### config.mk
export PLATFORM = sky130hd
export DESIGN_NAME = ts_sync_align_8bit_flat
export DESIGN_NICKNAME = d
export VERILOG_FILES = /design/src/rtl/ts_sync_align_8bit_if.sv /design/src/rtl/ts_sync_align_8bit.sv /design/src/flat_wrapper.sv
export SDC_FILE = /design/constraint.sdc
export NUM_CORES = 1
export LEC_CHECK = 0
export BUFFER_PORTS_ARGS = -buffer_cell sky130_fd_sc_hd__buf_2
export CAP_MARGIN = 25
export CORE_UTILIZATION = 54
export DETAILED_ROUTE_END_ITERATION = 6
export GPL_ROUTABILITY_DRIVEN = 0
export GPL_TIMING_DRIVEN = 0
export PLACE_DENSITY = 0.77
export SYNTH_ARGS = -nofsm -noshare
export SYNTH_HDL_FRONTEND = slang
export SYNTH_SLANG_ARGS = --single-unit
### constraint.sdc
create_clock -name clk -period 2.1 [get_ports clk]
set_input_delay 0.42 -clock clk [delete_from_list [all_inputs] [get_ports clk]]
set_output_delay 0.42 -clock clk [all_outputs]
set_load 0.1 [all_outputs]
### src/rtl/ts_sync_align_8bit_if.sv
// Byte-stream bundle between the serialiser, the TS aligner and the TS split logic.
// master drives the raw byte stream and receives the aligned stream; slave is the aligner.
interface ts_sync_align_8bit_if;
  logic [7:0] din_8bit;
  logic       din_8bit_en;
  logic [7:0] dout_8bit;
  logic       dout_8bit_en;
  logic       dout_sop;
  logic       dout_eop;
  logic       sync_locked;

  modport master (
    output din_8bit, din_8bit_en,
    input  dout_8bit, dout_8bit_en, dout_sop, dout_eop, sync_locked
  );

  modport slave (
    input  din_8bit, din_8bit_en,
    output dout_8bit, dout_8bit_en, dout_sop, dout_eop, sync_locked
  );
endinterface

### src/rtl/ts_sync_align_8bit.sv
// MPEG-TS packet aligner: hunts for SYNC_BYTE, verifies the packet period, then forwards whole packets.
// Optional TS_ERR_FLAG_EN: sets transport_error_indicator on packets with a tolerated bad sync byte.
module ts_sync_align_8bit #(
  parameter logic [7:0] SYNC_BYTE  = 8'h47,
  parameter int         PKT_LEN    = 188,
  parameter int         LOCK_CNT   = 3,
  parameter int         UNLOCK_CNT = 3
) (
  input  logic                  clk,
  input  logic                  rst,
  ts_sync_align_8bit_if.slave   bus
);

  localparam int IW = $clog2(PKT_LEN);
  localparam int GW = $clog2(LOCK_CNT + 1);
  localparam int MW = $clog2(UNLOCK_CNT + 1);
  localparam logic [IW-1:0] LAST_IDX = IW'(PKT_LEN - 1);

  typedef enum logic [1:0] {HUNT, VERIFY, LOCKED} state_t;

  state_t        state, state_nxt;
  logic [IW-1:0] byte_idx, idx_nxt, idx_inc;
  logic [GW-1:0] good_cnt, good_nxt;
  logic [MW-1:0] miss_cnt, miss_nxt;
  logic          boundary, is_sync;
  logic          out_en, out_sop, out_eop;
  logic [7:0]    out_byte;
  logic [7:0]    dout_q;
  logic          dout_en_q, dout_sop_q, dout_eop_q;
`ifdef TS_ERR_FLAG_EN
  logic          err_pkt, err_nxt;
`endif

  assign boundary = (byte_idx == '0);
  assign is_sync  = (bus.din_8bit == SYNC_BYTE);
  assign idx_inc  = (byte_idx == LAST_IDX) ? '0 : byte_idx + IW'(1);

  always_comb begin
    state_nxt = state;
    idx_nxt   = byte_idx;
    good_nxt  = good_cnt;
    miss_nxt  = miss_cnt;
    out_en    = 1'b0;
    out_sop   = 1'b0;
    out_eop   = 1'b0;
    out_byte  = bus.din_8bit;
`ifdef TS_ERR_FLAG_EN
    err_nxt   = err_pkt;
`endif
    if (bus.din_8bit_en) begin
      unique case (state)
        HUNT: begin
          if (is_sync) begin
            idx_nxt  = IW'(1);
            good_nxt = GW'(1);
            if (LOCK_CNT == 1) begin
              state_nxt = LOCKED;
              out_en    = 1'b1;
              out_sop   = 1'b1;
            end else begin
              state_nxt = VERIFY;
            end
          end
        end
        VERIFY: begin
          if (!boundary) begin
            idx_nxt = idx_inc;
          end else if (is_sync) begin
            idx_nxt  = idx_inc;
            good_nxt = good_cnt + GW'(1);
            if (int'(good_cnt) + 1 == LOCK_CNT) begin
              state_nxt = LOCKED;
              out_en    = 1'b1;
              out_sop   = 1'b1;
            end
          end else begin
            // failing boundary byte is not a sync, so hunting resumes on the next byte
            state_nxt = HUNT;
            idx_nxt   = '0;
            good_nxt  = '0;
          end
        end
        LOCKED: begin
          idx_nxt = idx_inc;
          out_en  = 1'b1;
          out_sop = boundary;
          out_eop = (byte_idx == LAST_IDX);
          if (boundary) begin
            if (is_sync) begin
              miss_nxt = '0;
`ifdef TS_ERR_FLAG_EN
              err_nxt  = 1'b0;
`endif
            end else if (int'(miss_cnt) + 1 == UNLOCK_CNT) begin
              // drop the byte so output always ends on an eop
              state_nxt = HUNT;
              idx_nxt   = '0;
              good_nxt  = '0;
              miss_nxt  = '0;
              out_en    = 1'b0;
              out_sop   = 1'b0;
              out_eop   = 1'b0;
`ifdef TS_ERR_FLAG_EN
              err_nxt   = 1'b0;
`endif
            end else begin
              miss_nxt = miss_cnt + MW'(1);
`ifdef TS_ERR_FLAG_EN
              err_nxt  = 1'b1;
`endif
            end
          end
`ifdef TS_ERR_FLAG_EN
          if (err_pkt && byte_idx == IW'(1)) out_byte[7] = 1'b1;
`endif
        end
        default: state_nxt = HUNT;
      endcase
    end
  end

  always_ff @(posedge clk) begin
    if (!rst) begin
      state      <= HUNT;
      byte_idx   <= '0;
      good_cnt   <= '0;
      miss_cnt   <= '0;
      dout_q     <= '0;
      dout_en_q  <= 1'b0;
      dout_sop_q <= 1'b0;
      dout_eop_q <= 1'b0;
`ifdef TS_ERR_FLAG_EN
      err_pkt    <= 1'b0;
`endif
    end else begin
      state      <= state_nxt;
      byte_idx   <= idx_nxt;
      good_cnt   <= good_nxt;
      miss_cnt   <= miss_nxt;
      dout_en_q  <= out_en;
      dout_sop_q <= out_sop;
      dout_eop_q <= out_eop;
      if (out_en) dout_q <= out_byte;
`ifdef TS_ERR_FLAG_EN
      err_pkt    <= err_nxt;
`endif
    end
  end

  assign bus.dout_8bit    = dout_q;
  assign bus.dout_8bit_en = dout_en_q;
  assign bus.dout_sop     = dout_sop_q;
  assign bus.dout_eop     = dout_eop_q;
  assign bus.sync_locked  = (state == LOCKED);

endmodule
### src/flat_wrapper.sv
// flat-port wrapper written by rule: the top's interface ports become plain ports
module ts_sync_align_8bit_flat 
#(
  parameter logic [7:0] SYNC_BYTE  = 8'h47,
  parameter int         PKT_LEN    = 188,
  parameter int         LOCK_CNT   = 3,
  parameter int         UNLOCK_CNT = 3
)
  (clk, rst, bus_din_8bit, bus_din_8bit_en, bus_dout_8bit, bus_dout_8bit_en, bus_dout_sop, bus_dout_eop, bus_sync_locked);
  ts_sync_align_8bit_if bus_i ();
  input  logic clk;
  input  logic rst;
  input wire logic [$bits(bus_i.din_8bit)-1:0] bus_din_8bit;
  input wire logic [$bits(bus_i.din_8bit_en)-1:0] bus_din_8bit_en;
  output wire logic [$bits(bus_i.dout_8bit)-1:0] bus_dout_8bit;
  output wire logic [$bits(bus_i.dout_8bit_en)-1:0] bus_dout_8bit_en;
  output wire logic [$bits(bus_i.dout_sop)-1:0] bus_dout_sop;
  output wire logic [$bits(bus_i.dout_eop)-1:0] bus_dout_eop;
  output wire logic [$bits(bus_i.sync_locked)-1:0] bus_sync_locked;
  assign bus_i.din_8bit = bus_din_8bit;
  assign bus_i.din_8bit_en = bus_din_8bit_en;
  assign bus_dout_8bit = bus_i.dout_8bit;
  assign bus_dout_8bit_en = bus_i.dout_8bit_en;
  assign bus_dout_sop = bus_i.dout_sop;
  assign bus_dout_eop = bus_i.dout_eop;
  assign bus_sync_locked = bus_i.sync_locked;
  ts_sync_align_8bit #(.SYNC_BYTE(SYNC_BYTE), .PKT_LEN(PKT_LEN), .LOCK_CNT(LOCK_CNT), .UNLOCK_CNT(UNLOCK_CNT)) u_core (.clk(clk), .rst(rst), .bus(bus_i));
endmodule
### Yosys cells after proc, flatten, opt, wreduce, memory -nomap -nowiden

Cells that the tools add are included.

* $add $sub $neg: 5
* $mul: 0
* divide/modulo/power cells: 0
* order comparisons: 0
* equality and inequality tests: 12
* shift-type cells: 0
* multiplexer cells: 34
* bitwise operators: 0
* reduce and logical (&&, ||, !) cells: 9

Operators by type and width (count)
* $eq 32x3->1 const B: 2
* $mux 8: 7
* $pmux 8 s3: 1
* $mux 2: 11
* $reduce_and 7->1: 2
* $pmux 2 s3: 2
* $mux 1: 11
* $reduce_and 3->1: 3
* $add 8x1->8 const B: 1
* $eq 8x7->1 const B: 1
* $eq 8x8->1 const B: 1
* $logic_not 8->1: 1
* $ne 2x1->1 const B: 4
* $add 2x1->3 const B: 2
* $add 2x1->2 const B: 2
* $pmux 1 s2: 2
* $ne 3x3->1 const B: 1
* $reduce_bool 3->1: 1
* $eq 2x1->1 const B: 1
* $eq 2x2->1 const B: 1
* $logic_not 2->1: 1
* $ne 2x2->1 const B: 1
* $reduce_and 2->1: 1

* flip-flop bits (word level): 25
* bits in latches: 0
* bits in writable memories: 0
* memory bits (read-only): 0
* memories kept: 0

### Longest topological paths before layout

* depth in word-level cells: 7
* depth in mapped cells: 6
* gate-level depth less buffers: 6

### Worst setup path before layout

No wires, ideal clock.

* kind: flip-flop to flip-flop
* start point: register u_core.state[0]
* end point: register u_core.byte_idx[0]
* arrival time: 2236 ps
* required time: 2026 ps
* setup slack: -210 ps
* stages on the path, launching flop included: 7
* period minus slack after synthesis: 2310 ps
* cells stage by stage: dfxtp_1 > inv_1 > ha_1 > or2_2 > a221oi_1 > or3b_2 > a31oi_1

* longest elaborated chain between the ends: 3
* elaborated cells on any way between the ends: 7
* those cells by class: eq/ne (3); mux (1); reduce/logical (3)

Ends and longest elaborated chain
* start: declaration: RTL line ts_sync_align_8bit.sv:21 `state_t state, state_nxt;`
* start signal: assignment: RTL line ts_sync_align_8bit.sv:136 `state <= state_nxt;`
* $eq 2x2->1 (*)
* net bus_sync_locked: RTL line flat_wrapper.sv:19 `output wire logic [$bits(bus_i.sync_locked)-1:0] bus_sync_locked;`
* $reduce_bool 3->1 (no source line)
* $reduce_and 3->1 (no source line)
* end signal: assignment: RTL line ts_sync_align_8bit.sv:137 `byte_idx <= idx_nxt;`
* end: declaration: RTL line ts_sync_align_8bit.sv:22 `logic [IW-1:0] byte_idx, idx_nxt, idx_inc;`

Mark *: on every way through the listed nets, which the timed path passes. The rest lies on a longest branch.
A chain may end at the register's enable or synchronous reset.

### Worst setup path in the final report

* start point: register u_core.state[0]
* end point: register u_core.byte_idx[2]

* longest elaborated chain between the ends: 3
* elaborated cells on any way between the ends: 7
* those cells by class: eq/ne (3); mux (1); reduce/logical (3)

Ends and longest elaborated chain
* $eq 2x2->1, or another cell as far along: RTL line ts_sync_align_8bit.sv:51 `unique case (state)`
* $reduce_bool 3->1 (no source line) or $ne 2x1->1 (tied branches)
* $reduce_and 3->1 (no source line)

Several ways; a longest one is shown, not always the timed one.

==> metrics list <==
- The flow ran to the end, and the final reports show no timing, DRC or antenna violations.
- Max Root-Sink Buffers: 2
- For this run, the leading register cell type out of synthesis is sky130_fd_sc_hd__dfxtp_1.
- Effective utilization at floorplan: 58.2%
- Dividing total power by cell area gives a power density of 488 nW/um2.
- First-pass GRT wire length: 4480 um
- Summed over its instances, the top area cell type makes up 38.5% of the synthesized netlist area.
* Post-synthesis cell type count: 39
- The pre-antenna-repair detailed-routing pass consisted of 4 iterations.
- The die covers 2610 um2.
* Syn Std Cell Area: between 1000 and 1500 um2
- Ranked by total cell area, the synthesized netlist is headed by sky130_fd_sc_hd__dfxtp_1 (38%), sky130_fd_sc_hd__mux2i_1 (7.7%), sky130_fd_sc_hd__nand2_1 (7.2%), sky130_fd_sc_hd__ha_1 (6.7%), sky130_fd_sc_hd__nor2_1 (2.9%).
- Summed over all instances, the cell type with the most area after synthesis is sky130_fd_sc_hd__dfxtp_1.
* Sequential area share after synthesis: 38.5%
- Entering global routing, the biggest net connects 14 pins.
* Worst-margin pin slew: about 530 ps
- Clock transition at the registers of the reported paths: 130 ps
- Synthesis handed over a netlist of 146 instances.
- Counting flops with an async set or reset pin after synthesis yields a share of 0%.
- DR WL/cell: around 13 um
- Before CTS, the worst setup slack after placement is -136 ps.
* Total congestion overflow: 0
* Normalized max-slew margin: about 64%
* Tmin final: 1960 ps
- Setup tns final: 0 ps
* Routed WL: 2630 um
- The worst setup path is of the register to register kind.
- For the worst-skew pair, the clock arrives at the later sink with an insertion delay of ~320 ps.
- Share of final-layout standard cells stronger than drive strength 1: 23.3%
* DP Cell Count: 195
- Worst slack on hold paths: 330 ps
- Number of failing setup endpoints in the final timing report: 0
- For the final database, setup skew stands at 9.79 ps.
* Total power of the final layout: roughly 0.73 mW
- In this run the worst path has a maximum fanout of 7.
* Post-layout worst setup margin: 145 ps
- The sequential cells in the finished layout cover a total of 500 um2.
- Vias in the first global route: ~1100
- Fill cells: 199
- Critical path endpoint category: register
- Post-Synthesis Net Count: 164
- Overall track demand over capacity in global routing: 22.7%
- Compared with the post-synthesis result, the final layout area differs by 14.9%.
* Number of rows in the core area: 17
* Die X: 51.1 um
* Final instance area: around 1500 um2
* Post-place instance area: 1440 um2
- During synthesis, Yosys emitted a total of 0 warnings.
- STA classifies the critical path startpoint as a register.
- Area taken by multi-input logic gates: 762 um2
- The worst hold path passes through 3 cells.
- After synthesis the netlist holds a flip-flop and latch count of 25.
- The worst register-to-register path has a depth of 6.
- Number of max-capacitance violations reported: 0
- Core box area: roughly 2200 um2
* Setup repair after global routing missed its margin: false
* Residual antenna-violating net count after detailed routing: 0
- Post-synthesis average cell area: ~8.9 um2
- The worst-case IR drop observed on VDD is between 0.0003 and 0.0004 V.
* Number of buffers inserted during clock tree synthesis: 3
- The detailed router finished its first iteration with 27 violations.
* Residual DRC: 0
* Non-filler instance count after layout: 200
- Across all layers, the routed design uses approximately 1100 vias.
* Number of antenna violations at the first check in global routing: 0
* Detail Placement HPWL: 2020 um
* Count of antenna diodes in the layout: 0
- Total count of hold-check failures in the final report: 0
* Required time of the worst setup path: 2310 ps
- H-Tree Level Count: 1
* Via density per instance: 5.60
* Count of input and output buffers: 21
* Core occupancy in the finished layout: 66.9%
* Final period utilization: 93.1%
- In the final design database the tool counted 191 nets.
* Chip Height: 51.1 um
- In this run, synthesis inferred 0 flip-flops with an integrated enable.
* Boundary pin count: 23
- The tightest min-delay check is of the input port to register type.
* Data arrival time at the worst-slack endpoint: roughly 2200 ps
- CTS tree: done
- The root buffer cell chosen for the clock tree is sky130_fd_sc_hd__clkbuf_4.
- Leakage dissipation: 0.596 nW
* Highest attainable clock frequency: 511 MHz
- The count of final max-slew check failures is 0.
* Total number of clock tree sinks: 25
* Number of hold buffers added after CTS: 0
worst paths after layout:
check | slack, ps | start | endpoint
hold / removal | 330 | bus_din_8bit[7] | u_core.bus.dout_8bit[7]$_SDFFE_PN0P_
setup reg to reg | 140 | u_core.state[0]$_SDFFE_PN0P_ | u_core.byte_idx[2]$_SDFFE_PN0P_
setup / recovery | 140 | u_core.state[0]$_SDFFE_PN0P_ | u_core.byte_idx[2]$_SDFFE_PN0P_
hold reg to reg | 460 | u_core.bus.dout_8bit[3]$_SDFFE_PN0P_ | u_core.bus.dout_8bit[3]$_SDFFE_PN0P_
placed cells by master, fill, tap and decap left out, types with 2 or more instances in the layout:
cell | Yosys | layout
sky130_fd_sc_hd__clkbuf_1 | 3 | 4
sky130_fd_sc_hd__dfxtp_1 | 25 | 25
sky130_fd_sc_hd__nand4_1 | 4 | 4
sky130_fd_sc_hd__nand3_1 | 4 | 4
sky130_fd_sc_hd__o2111ai_1 | 2 | 2
sky130_fd_sc_hd__inv_1 | 9 | 9
sky130_fd_sc_hd__ha_1 | 7 | 6
sky130_fd_sc_hd__nor2_1 | 10 | 10
sky130_fd_sc_hd__xor2_1 | 4 | 4
sky130_fd_sc_hd__nand3_2 | 2 | 2
sky130_fd_sc_hd__o21ai_0 | 4 | 4
sky130_fd_sc_hd__nand2_1 | 25 | 25
sky130_fd_sc_hd__a21oi_1 | 6 | 6
sky130_fd_sc_hd__mux2i_1 | 10 | 10
sky130_fd_sc_hd__nor3_1 | 4 | 4
sky130_fd_sc_hd__a211o_2 | 2 | 2
sky130_fd_sc_hd__xnor2_1 | 2 | 2
sky130_fd_sc_hd__buf_2 | 0 | 21
sky130_fd_sc_hd__clkbuf_4 | 0 | 3
repair_timing:
action / 4_1_cts / 5_1_grt
resized for setup: 0 / 1
setup endpoints to repair: 0 / 7
buffers inserted: 0 / 1
kinds of logic (layout without fill, tap and decap cells):
kind of cell / count (synthesis) / count (layout) / synth area share [%]
AND/OR/NAND/NOR: 63 / 63 / 26.6
flip-flops: 25 / 25 / 38.5
AO/OA/AOI/OAI: 23 / 23 / 13.0
buffers and inverters: 12 / 38 / 3.46
multiplexers: 10 / 10 / 7.70
adder cells (fa/ha/maj): 7 / 7 / 6.74
XOR/XNOR: 6 / 6 / 4.04
registers in the layout, indices dropped and copies added, names as in the netlist:
register	count
u_core.byte_idx	8
u_core.miss_cnt	2
u_core.good_cnt	2
u_core.bus.dout_eop	1
u_core.bus.dout_sop	1
u_core.state	2
u_core.bus.dout_8bit	8
u_core.bus.dout_8bit_en	1
synth_stat cells, drive strengths merged (3+ instances only):
cell / n
nand4: 4
dfxtp: 25
nor3: 4
nor2: 10
o21ai: 4
clkbuf: 3
nand2: 25
xor2: 4
a21oi: 7
inv: 9
nand3: 6
ha: 7
mux2i: 10
cell type report:
type,instances,share of cell area [%]
Tap cell,28,2.35
Buffer,3,0.754
Inverter,9,2.26
Clock buffer,4,1.76
Sequential cell,25,33.5
Timing Repair Buffer,22,8.38
Multi-Input combinational cell,109,51.0
worst max-delay path, cell delays in order (launching register included):
cell	delay, ps
sky130_fd_sc_hd__dfxtp_1	410
sky130_fd_sc_hd__inv_1	80
sky130_fd_sc_hd__ha_2	230
sky130_fd_sc_hd__or2_2	340
sky130_fd_sc_hd__a221oi_1	350
sky130_fd_sc_hd__o22a_1	350
sky130_fd_sc_hd__nor2_1	80
power breakdown:
group	total, mW	switching, mW	internal, mW
Combinational	0.0398	0.0254	0.0144
Sequential	0.475	0.000319	0.475
Clock	0.215	0.140	0.0744
routing by layer:
layer / part of all wire [%] / vias to the layer above / global-route usage [%]
li1: - / 565 / -
met1: 49 / 529 / 30.0
met2: 46 / 22 / 36.0
met3: 3.1 / 4 / 2.98
met4: 1.3 / 0 / 11.6
met5: 0 / - / 0
No activity file was read; power rests on OpenSTA's default activity.
